--- src/rtl/cla_sat_pkg.sv ---
// -----------------------------------------------------------------------------
// cla_sat_pkg
// Shared definitions for the 8-bit saturating CLA arithmetic blocks:
// saturation limits, the subtract-accumulator state encoding and the
// per-operation clip flag pair.
// -----------------------------------------------------------------------------
package cla_sat_pkg;

  // Saturation limits for an 8-bit two's complement result
  localparam logic signed [7:0] SAT_MAX = 8'sh7F;  // +127
  localparam logic signed [7:0] SAT_MIN = 8'sh80;  // -128

  // Accumulator control states, explicit encoding for stable netlists
  typedef enum logic [1:0] {
    ST_IDLE = 2'd0,
    ST_RUN  = 2'd1,
    ST_DONE = 2'd2
  } state_t;

  // Clip indication of one saturating operation
  typedef struct packed {
    logic ovf;  // result clipped to SAT_MAX
    logic uvf;  // result clipped to SAT_MIN
  } sat_flag_t;

endpackage

--- src/rtl/cla_8bit_sat_sub.sv ---
// -----------------------------------------------------------------------------
// cla_8bit_sat_sub
// Combinational 8-bit signed saturating subtractor. Computes a - b as
// a + ~b + 1 through an 8-bit carry-lookahead adder with carry-in, then
// clamps the result to [-128, +127].
//
// Ports:
//   i_a     in   8  signed minuend
//   i_b     in   8  signed subtrahend (-128 is legal)
//   o_diff  out  8  saturated difference
//   o_flag  out  2  {ovf, uvf}: which limit the result was clipped to
// -----------------------------------------------------------------------------
module cla_8bit_sat_sub
  import cla_sat_pkg::*;
(
  input  logic [7:0] i_a,
  input  logic [7:0] i_b,
  output logic [7:0] o_diff,
  output sat_flag_t  o_flag
);

  // Every carry is expanded as g[i] | p[i]g[i-1] | ... | p[i..0]cin, so no
  // carry depends on a previously computed carry.
  function automatic logic [8:0] cla_carries(input logic [7:0] g,
                                             input logic [7:0] p,
                                             input logic       cin);
    logic [8:0] c;
    logic       term;
    logic       pp;
    c    = 9'd0;
    c[0] = cin;
    for (int i = 0; i < 8; i++) begin
      term = g[i];
      pp   = p[i];
      for (int j = i - 1; j >= 0; j--) begin
        term = term | (pp & g[j]);
        pp   = pp & p[j];
      end
      c[i+1] = term | (pp & cin);
    end
    return c;
  endfunction

  logic [7:0] w_b_inv;
  logic [7:0] w_gen;
  logic [7:0] w_prop;
  logic [8:0] w_carry;
  logic [7:0] w_raw;
  logic       w_clip;

  assign w_b_inv = ~i_b;
  assign w_gen   = i_a & w_b_inv;
  assign w_prop  = i_a ^ w_b_inv;
  assign w_carry = cla_carries(w_gen, w_prop, 1'b1);
  assign w_raw   = w_prop ^ w_carry[7:0];

  // Subtraction overflows only when the operand signs differ and the wrapped
  // result no longer carries the sign of a; the sign of a says which limit.
  // With b = -128 the ~b + 1 path still yields a + 128 mod 256, so the same
  // test covers it without a separate negation.
  assign w_clip = (i_a[7] != i_b[7]) && (w_raw[7] != i_a[7]);

  // Clamp the wrapped difference to the limit indicated by the overflow sign
  always_comb begin
    o_flag.ovf = w_clip & ~i_a[7];
    o_flag.uvf = w_clip & i_a[7];
    if (o_flag.ovf) begin
      o_diff = SAT_MAX;
    end else if (o_flag.uvf) begin
      o_diff = SAT_MIN;
    end else begin
      o_diff = w_raw;
    end
  end

endmodule

--- src/rtl/cla_8bit_sat_sub_acc.sv ---
// -----------------------------------------------------------------------------
// cla_8bit_sat_sub_acc
// Sequential saturating subtract-accumulator. After a start it accepts LEN
// signed samples over a valid/ready handshake and performs
// acc <= sat(acc - b) on each one, keeping sticky clip flags and saturating
// clip counters for the burst. done pulses for one cycle after the last
// sample.
//
// Parameters: WIDTH (fixed 8), LEN (1..255 samples per burst), CNT_W.
// Ports:
//   i_clk       in   1      rising-edge clock
//   i_rst       in   1      asynchronous active-high reset
//   i_start     in   1      begin a burst (only honoured in IDLE)
//   i_init      in   WIDTH  accumulator seed, taken with an accepted start
//   i_in_valid  in   1      sample i_b is valid
//   o_in_ready  out  1      sample accepted this cycle if valid
//   i_b         in   WIDTH  signed subtrahend
//   o_acc       out  WIDTH  running saturated accumulator
//   o_done      out  1      one-cycle pulse when the burst completes
//   o_ovf       out  1      sticky: some step clipped to +127
//   o_uvf       out  1      sticky: some step clipped to -128
//   o_ovf_cnt   out  CNT_W  positive clips this burst, stops at all-ones
//   o_uvf_cnt   out  CNT_W  negative clips this burst, stops at all-ones
// -----------------------------------------------------------------------------
module cla_8bit_sat_sub_acc
  import cla_sat_pkg::*;
#(
  parameter int WIDTH = 8,
  parameter int LEN   = 16,
  parameter int CNT_W = 8
) (
  input  logic                    i_clk,
  input  logic                    i_rst,
  input  logic                    i_start,
  input  logic signed [WIDTH-1:0] i_init,
  input  logic                    i_in_valid,
  output logic                    o_in_ready,
  input  logic signed [WIDTH-1:0] i_b,
  output logic signed [WIDTH-1:0] o_acc,
  output logic                    o_done,
  output logic                    o_ovf,
  output logic                    o_uvf,
  output logic [CNT_W-1:0]        o_ovf_cnt,
  output logic [CNT_W-1:0]        o_uvf_cnt
);

  localparam logic [7:0]       LAST_IDX = 8'(LEN - 1);
  localparam logic [CNT_W-1:0] CNT_MAX  = {CNT_W{1'b1}};
  localparam logic [CNT_W-1:0] CNT_ONE  = CNT_W'(1);

  state_t                  r_state;
  logic signed [WIDTH-1:0] r_acc;
  logic                    r_in_ready;
  logic                    r_done;
  logic                    r_ovf;
  logic                    r_uvf;
  logic [CNT_W-1:0]        r_ovf_cnt;
  logic [CNT_W-1:0]        r_uvf_cnt;
  logic [7:0]              r_smp_idx;

  logic [7:0]              w_diff;
  sat_flag_t               w_flag;
  logic                    w_hs;

  cla_8bit_sat_sub u_sub (
    .i_a    (r_acc),
    .i_b    (i_b),
    .o_diff (w_diff),
    .o_flag (w_flag)
  );

  // in_ready is registered alongside the state, so it is exactly "state==RUN"
  assign w_hs = i_in_valid & r_in_ready;

  // Burst control FSM, accumulator, sticky flags and clip counters
  always_ff @(posedge i_clk or posedge i_rst) begin
    if (i_rst) begin
      r_state    <= ST_IDLE;
      r_acc      <= '0;
      r_in_ready <= 1'b0;
      r_done     <= 1'b0;
      r_ovf      <= 1'b0;
      r_uvf      <= 1'b0;
      r_ovf_cnt  <= '0;
      r_uvf_cnt  <= '0;
      r_smp_idx  <= 8'd0;
    end else begin
      case (r_state)
        ST_IDLE: begin
          r_done <= 1'b0;
          if (i_start) begin
            r_acc      <= i_init;
            r_ovf      <= 1'b0;
            r_uvf      <= 1'b0;
            r_ovf_cnt  <= '0;
            r_uvf_cnt  <= '0;
            r_smp_idx  <= 8'd0;
            r_in_ready <= 1'b1;
            r_state    <= ST_RUN;
          end
        end
        ST_RUN: begin
          if (w_hs) begin
            r_acc <= w_diff;
            if (w_flag.ovf) begin
              r_ovf <= 1'b1;
              if (r_ovf_cnt != CNT_MAX) begin
                r_ovf_cnt <= r_ovf_cnt + CNT_ONE;
              end
            end
            if (w_flag.uvf) begin
              r_uvf <= 1'b1;
              if (r_uvf_cnt != CNT_MAX) begin
                r_uvf_cnt <= r_uvf_cnt + CNT_ONE;
              end
            end
            if (r_smp_idx == LAST_IDX) begin
              r_in_ready <= 1'b0;
              r_done     <= 1'b1;
              r_state    <= ST_DONE;
            end else begin
              r_smp_idx <= r_smp_idx + 8'd1;
            end
          end
        end
        ST_DONE: begin
          r_done  <= 1'b0;
          r_state <= ST_IDLE;
        end
        default: begin
          r_in_ready <= 1'b0;
          r_done     <= 1'b0;
          r_state    <= ST_IDLE;
        end
      endcase
    end
  end

  assign o_in_ready = r_in_ready;
  assign o_acc      = r_acc;
  assign o_done     = r_done;
  assign o_ovf      = r_ovf;
  assign o_uvf      = r_uvf;
  assign o_ovf_cnt  = r_ovf_cnt;
  assign o_uvf_cnt  = r_uvf_cnt;

endmodule

--- config.mk ---
export PLATFORM = sky130hd
export DESIGN_NAME = cla_8bit_sat_sub_acc
export DESIGN_NICKNAME = d
export VERILOG_FILES = /design/src/rtl/cla_sat_pkg.sv /design/src/rtl/cla_8bit_sat_sub.sv /design/src/rtl/cla_8bit_sat_sub_acc.sv
export SDC_FILE = /design/constraint.sdc
export NUM_CORES = 1
export LEC_CHECK = 0
export ABC_AREA = 1
export CAP_MARGIN = 25
export CORE_AREA = 2 2 78 80
export DETAILED_ROUTE_END_ITERATION = 7
export DIE_AREA = 0 0 80 82
export PLACE_DENSITY_LB_ADDON = 0.1
export RECOVER_POWER = 50
export SKIP_LAST_GASP = 1
export SLEW_MARGIN = 20
export SYNTH_ARGS = -nofsm -noshare
export SYNTH_HDL_FRONTEND = slang
export SYNTH_SLANG_ARGS = --single-unit
--- constraint.sdc ---
create_clock -name i_clk -period 3.17 [get_ports i_clk]
set_input_delay 0.317 -clock i_clk [delete_from_list [all_inputs] [get_ports i_clk]]
set_output_delay 0.317 -clock i_clk [all_outputs]
set_load 0.02 [all_outputs]
==> flow_summary.yaml, run 1 <==
global_routing:
  overflow: 0
  grt_pass1_wl_um: 10200
  track_usage_pct: 19.5
  grt_pass1_vias: 2302
  antenna_found_initial: 0
  grt_max_degree: 39
run_status:
  violations: "max-capacitance violations, max-slew violations"
  status: "finished with violations"
worst_setup_path:
  rrSetupSlack_ps: 680
  cp-end-kind: "flip-flop"
  r2r-start: "o_acc[4]"
  crit_path_start_kind: "input port"
  worst-path-max-fanout: 9
  reg2reg_depth: 14
  worstPathArrival_ps: 2780
  rr_endpoint: "o_uvf_cnt[7]"
  critical_path_class: "in2reg"
  required_ps: 3350
  startpoint: "i_b[4]"
detailed_routing:
  drt_iter0_markers: 95
  drt_pass1_iterations: 4
  vias: 2409
  drc: 0
  vias_per_cell: 4.86
  antenna_left: 0
  wirelength_um: 5840
  post_drt_wl_per_cell_um: 11.8
layout:
  finalNetCount: 452
  final_core_util_pct: 55.4
  drive_gt1_share_pct: 6.89
  final_cell_area_um2: 3180
  multi_input_area_um2: 1330
  antenna_cells: 0
  syn2layout_area_growth_pct: 26.7
  num-fill-cells: 588
  seqCellArea_um2: 951
die:
  fp.dieArea_um2: 6560
  core_um2: 5750
  die_h_um: 82
  die_x_um: 80
  rows: 28
  io_pins: 48
  start_util_pct: 43.7
synth:
  yosysSeqAreaShare_pct: 37.9
  synth_area_um2: 2510
  syn_nets: 399
  syn_avg_cell_area_um2: 6.84
  synth_seq_cells: 38
  syn_inst: 367
  ys_warn_count: 0
  synth_cell_types: 24
timing:
  post-route-min-period_ps: 2600
  slew_violations: 39
  fin_worst_skew_ps: 10.0
  worst_pin_slew_ps: 2160
  finalHoldViolations: 0
  fmax_ghz: 0.385
  fin_setup_tns_ps: 0
  period_share_pct: 82.0
  rsz0062_at_grt: "no"
  relSlewSlack_pct: -44.1
  setup_viol: 0
clock_tree:
  cts.repair.resized: 0
  hold_buffers: 0
  cts_tree: "yes"
  clock-sinks: 38
  htree_levels: 2
  insertion_delay_ps: 290
  post_cts_buffers: 0
  root_buffer: "clkbuf_8"
  cts.path.max_buffers: 2
  cts_buffers: 5
  clkTransAtPathRegs_ps: 80
placement:
  hpwlAfterDp_um: 4300
  place_area_um2: 3080
  numPortBuffers: 47
  place.gp.congestion: 0.891
min_path:
  min_path_cells: 2
  holdPathEnd: "o_uvf"
  holdCritPathClass: "reg2reg"
  hold_path.startpoint: "o_uvf"
power:
  power_switching_uw: 215
  leakage_uw: 0.00169
  seq_power_share_pct: 50.9
  ir_worst_vdd_mv: 0.222
  switching_share_pct: 22.6
  p_comb_share_pct: 7.0
  p_int_uw: 737
  pwr-share-clk_pct: 42.1
  p_per_area_nw_per_um2: 299
flow_run:
  maxCapViolations: 1
flip-flops by register name, indices dropped and copies added, names as in the netlist, named ones only:
signal,count
o_uvf,1
o_done,1
r_state,2
o_uvf_cnt,8
o_ovf_cnt,8
o_acc,7
r_smp_idx,8
o_in_ready,1
o_ovf,1
synth_stat cells:
cell type / number / share of area [%]
nand4_1: 4 / 1.0
inv_2: 6 / 0.90
dfrtp_1: 38 / 38
xor2_1: 5 / 1.7
nand3_1: 44 / 8.8
nand2_2: 5 / 1.2
nor2_4: 2 / 0.90
and2_1: 2 / 0.50
o21ai_0: 12 / 2.4
inv_1: 52 / 7.8
nor3_2: 2 / 0.80
o21ai_1: 9 / 1.8
nand2_1: 118 / 18
buf_1: 1 / 0.15
nor2_1: 31 / 4.6
ha_1: 12 / 6.0
o21ai_4: 1 / 0.65
clkbuf_1: 1 / 0.15
nor2_2: 2 / 0.50
xnor2_1: 3 / 1.0
a21oi_1: 8 / 1.6
or2_2: 2 / 0.50
nor3_1: 6 / 1.2
buf_4: 1 / 0.30
how the worst max path moves through the flow:
stage | endpoint | slack (ps) | cells past startpoint
2_1_floorplan | o_uvf_cnt[5] | 850 | 14
3_3_place_gp | o_uvf_cnt[7] | 280 | 16
3_5_place_dp | o_uvf_cnt[7] | 250 | 16
4_1_cts | o_uvf_cnt[7] | 560 | 16
5_1_grt | o_ovf_cnt[4] | 200 | 3
6_report | o_uvf_cnt[7] | 570 | 16
critical path, stage by stage:
cell	delay, ps
clkdlybuf4s50_1	450
inv_1	40
ha_1	380
nand2_1	80
nor2_1	100
nand3_1	100
nand2_1	100
a21oi_1	70
ha_1	290
inv_1	60
o21ai_1	290
nand2_2	160
inv_2	80
nand2_2	120
nand2_1	80
o21ai_1	60
layout by cell type, fill, tap and decap left out, drive strengths merged, types with 8 or more instances in the layout:
master	instances
dlygate4sd3	14
clkbuf	9
dfrtp	38
inv	58
nand3	44
nor3	8
ha	12
o21ai	22
clkdlybuf4s50	33
nand2	123
nor2	35
a21oi	8
kinds of logic (layout without fill, tap and decap cells):
| group | after synthesis | after routing | share of synthesized area (%) |
|---|---|---|---|
| compound gates | 30 | 30 | 6.43 |
| xor+xnor | 8 | 8 | 2.79 |
| fa+ha+maj | 12 | 12 | 5.98 |
| buf+inv | 61 | 115 | 9.27 |
| flops | 38 | 38 | 37.9 |
| simple gates | 218 | 218 | 37.7 |
metrics by stage:
stage / hold slack [ps] / setup WS [ps] / power (µW) / std cells
final: 484 / 570 / 952 / 496
after global placement: 471 / 284 / 563 / 488
after global routing: 545 / 203 / 989 / 496
after CTS: 466 / 556 / 965 / 496
after detailed placement: 475 / 254 / 562 / 488
after floorplan: 450 / 853 / 528 / 367
power by group through the flow:
stage          Clock [µW]  Sequential [µW]  Combinational (µW)
2_1_floorplan           0              494                34.5
3_3_place_gp            0              494                69.5
3_5_place_dp            0              494                68.5
4_1_cts               411              484                69.1
5_1_grt               429              484                76.2
6_report              400              484                67.1
layer usage:
metal | vias to the layer above | global-route usage, % | part of all wire [%]
met4 | 0 | 6.10 | 1.2
met1 | 1091 | 25.6 | 47
met3 | 7 | 3.63 | 4.8
li1 | 1260 | - | -
met2 | 51 | 32.8 | 47
met5 | - | 0 | 0
area by class of cell:
class	count	area share, %
sequential	38	29.9
timing repair buffer	49	15.1
inverter	58	6.84
multi-input combinational	268	41.7
tap	75	2.95
clock buffer	8	3.46
Power figures use the tool's default switching activity.
==> run 2, diff against run 1 <==
==> constraint.sdc (replaced) <==
create_clock -name i_clk -period 2.65 [get_ports i_clk]
set_input_delay 0.265 -clock i_clk [delete_from_list [all_inputs] [get_ports i_clk]]
set_output_delay 0.265 -clock i_clk [all_outputs]
set_load 0.02 [all_outputs]
==> flow_summary.yaml, run 2 (synthesis gave the netlist of run 1 again) <==
run_status:
  status: "complete, no violations"
clock_tree:
  insertion_delay_ps: 290
  cts_buffers: 5
  root_buffer: "clkbuf_8"
  clkTransAtPathRegs_ps: 70
  cts.path.max_buffers: 2
  cts_tree: "yes"
  clock-sinks: 38
  htree_levels: 2
layout:
  drive_gt1_share_pct: 10.6
  post_layout_nonfiller_instances: 508
  final_cell_mix: "117 x nand2_1, 52 x inv_1, 44 x nand3_1, 38 x dfrtp_1, 34 x clkdlybuf4s50_1"
  finalNetCount: 464
  layout_commonest_cell: "nand2_1"
  syn2layout_area_growth_pct: 31.1
  antenna_cells: 0
timing:
  slew_violations: 0
  fin_setup_tns_ps: 0
  relSlewSlack_pct: 34.2
  period_share_pct: 91.1
  fin_worst_skew_ps: 8.98
  worst_pin_slew_ps: 988
  fmax_ghz: 0.414
  finalHoldViolations: 0
  post-route-min-period_ps: 2410
  rsz0062_at_grt: "yes"
  setup_viol: 0
detailed_routing:
  wl_met2_um: 2630
  wl_met3_um: 236
  drt_iter0_markers: 85
  vias: 2440
  drc: 0
  topRoutingLayerUsed: "met4"
  drt-met1-wl_um: 2850
  antenna_left: 0
  post_drt_wl_per_cell_um: 11.4
  vias_per_cell: 4.80
  drt_pass1_iterations: 5
  wirelength_um: 5810
worst_setup_path:
  crit_path_start_kind: "input port"
  path_cells: "clkdlybuf4s50_1 > inv_1 > ha_1 > nand2_1 > nand3_1 > nor2_2 > nand2_1 > a21oi_1 > ha_1 > inv_1 > nand3_1 > nand2_2 > nand2_2 > inv_2 > nand2_4 > nand2_1 > o21ai_1"
  cp_top_family: "simple AND/OR/NAND/NOR gates"
  cpMostUsedCell: "nand2_1"
  worstPathArrival_ps: 2590
  cpPeakStageDelay_ps: 450
  crit_path_top_delay_cell: "clkdlybuf4s50_1"
  path_buf_inv: 4
  cp-end-kind: "flip-flop"
  required_ps: 2820
  worst-path-max-fanout: 9
  critical_path_class: "in2reg"
  rrSetupSlack_ps: 300
global_routing:
  grt_max_degree: 39
  grt_pass1_wl_um: 10300
  antenna_found_initial: 0
  track_usage_pct: 19.8
  grt_pass1_vias: 2324
  overflow: 0
die:
  die_x_um: 80
  io_pins: 48
  rows: 28
  fp.dieArea_um2: 6560
  start_util_pct: 43.7
  core_um2: 5750
  die_h_um: 82
placement:
  hpwlAfterDp_um: 4250
  place.gp.congestion: 0.875
  numPortBuffers: 47
  placed_cells: 499
power:
  p_per_area_nw_per_um2: 350
  ir_worst_vdd_mv: 0.256
  leakage_uw: 0.00175
min_path:
  holdCritPathClass: "reg2reg"
flow_run:
  maxCapViolations: 0
-- run 2: layout make-up --
class | count | area (µm²)
clock buffer | 5 | 68.8
clock inverter | 3 | 40.0
fill | 576 | 2450
inverter | 58 | 218
multi-input combinational | 268 | 1350
sequential | 38 | 951
tap | 75 | 93.8
timing repair buffer | 61 | 573
-- run 2: repair_timing --
action / CTS / global route
buffers inserted: 0 / 1
resized for setup: 0 / 6
hold buffers: 0 / 0
setup endpoints to repair: 0 / 14
-- run 2: through the flow --
stage                     area, µm²  power (µW)  setup slack (ps)  hold WS [ps]  util, %
after floorplan                2510         632               333           398        -
after global placement         3160         683             -91.8           472     55.0
after detailed placement       3160         682              -145           480     55.0
after CTS                      3270        1170               166           417     56.9
after global routing           3290        1220             0.760           538     57.3
final                          3290        1150               236           488     57.3
-- run 2: power breakdown --
part           internal, µW  switching [µW]  leakage [µW]
clock network           277             206     0.0000579
registers               579               0      0.000484
logic                  47.7            42.8       0.00120
-- run 2: path summary, 6_finish.rpt --
| path | endpoint | start | cells after the start |
|---|---|---|---|
| max | o_ovf_cnt[5] | i_b[5] | 17 |
| min | o_uvf | o_uvf | 2 |
| max reg2reg | o_ovf_cnt[5] | o_acc[5] | 15 |
| min reg2reg | o_uvf | o_uvf | 2 |
| max in group asynchronous | o_ovf_cnt[7] | i_rst | 3 |
| min in group asynchronous | o_uvf_cnt[4] | i_rst | 3 |
-- run 2: tightest hold or removal path: stages, from the launching register on --
cell,delay (ps)
dfrtp_1,340
nand2_1,50
o21ai_0,60
-- run 2: per-layer routing --
layer	up-vias	global-route usage, %
li1	1278	-
met1	1104	26.6
met2	51	32.1
met3	7	3.63
met4	0	7.12
met5	-	0
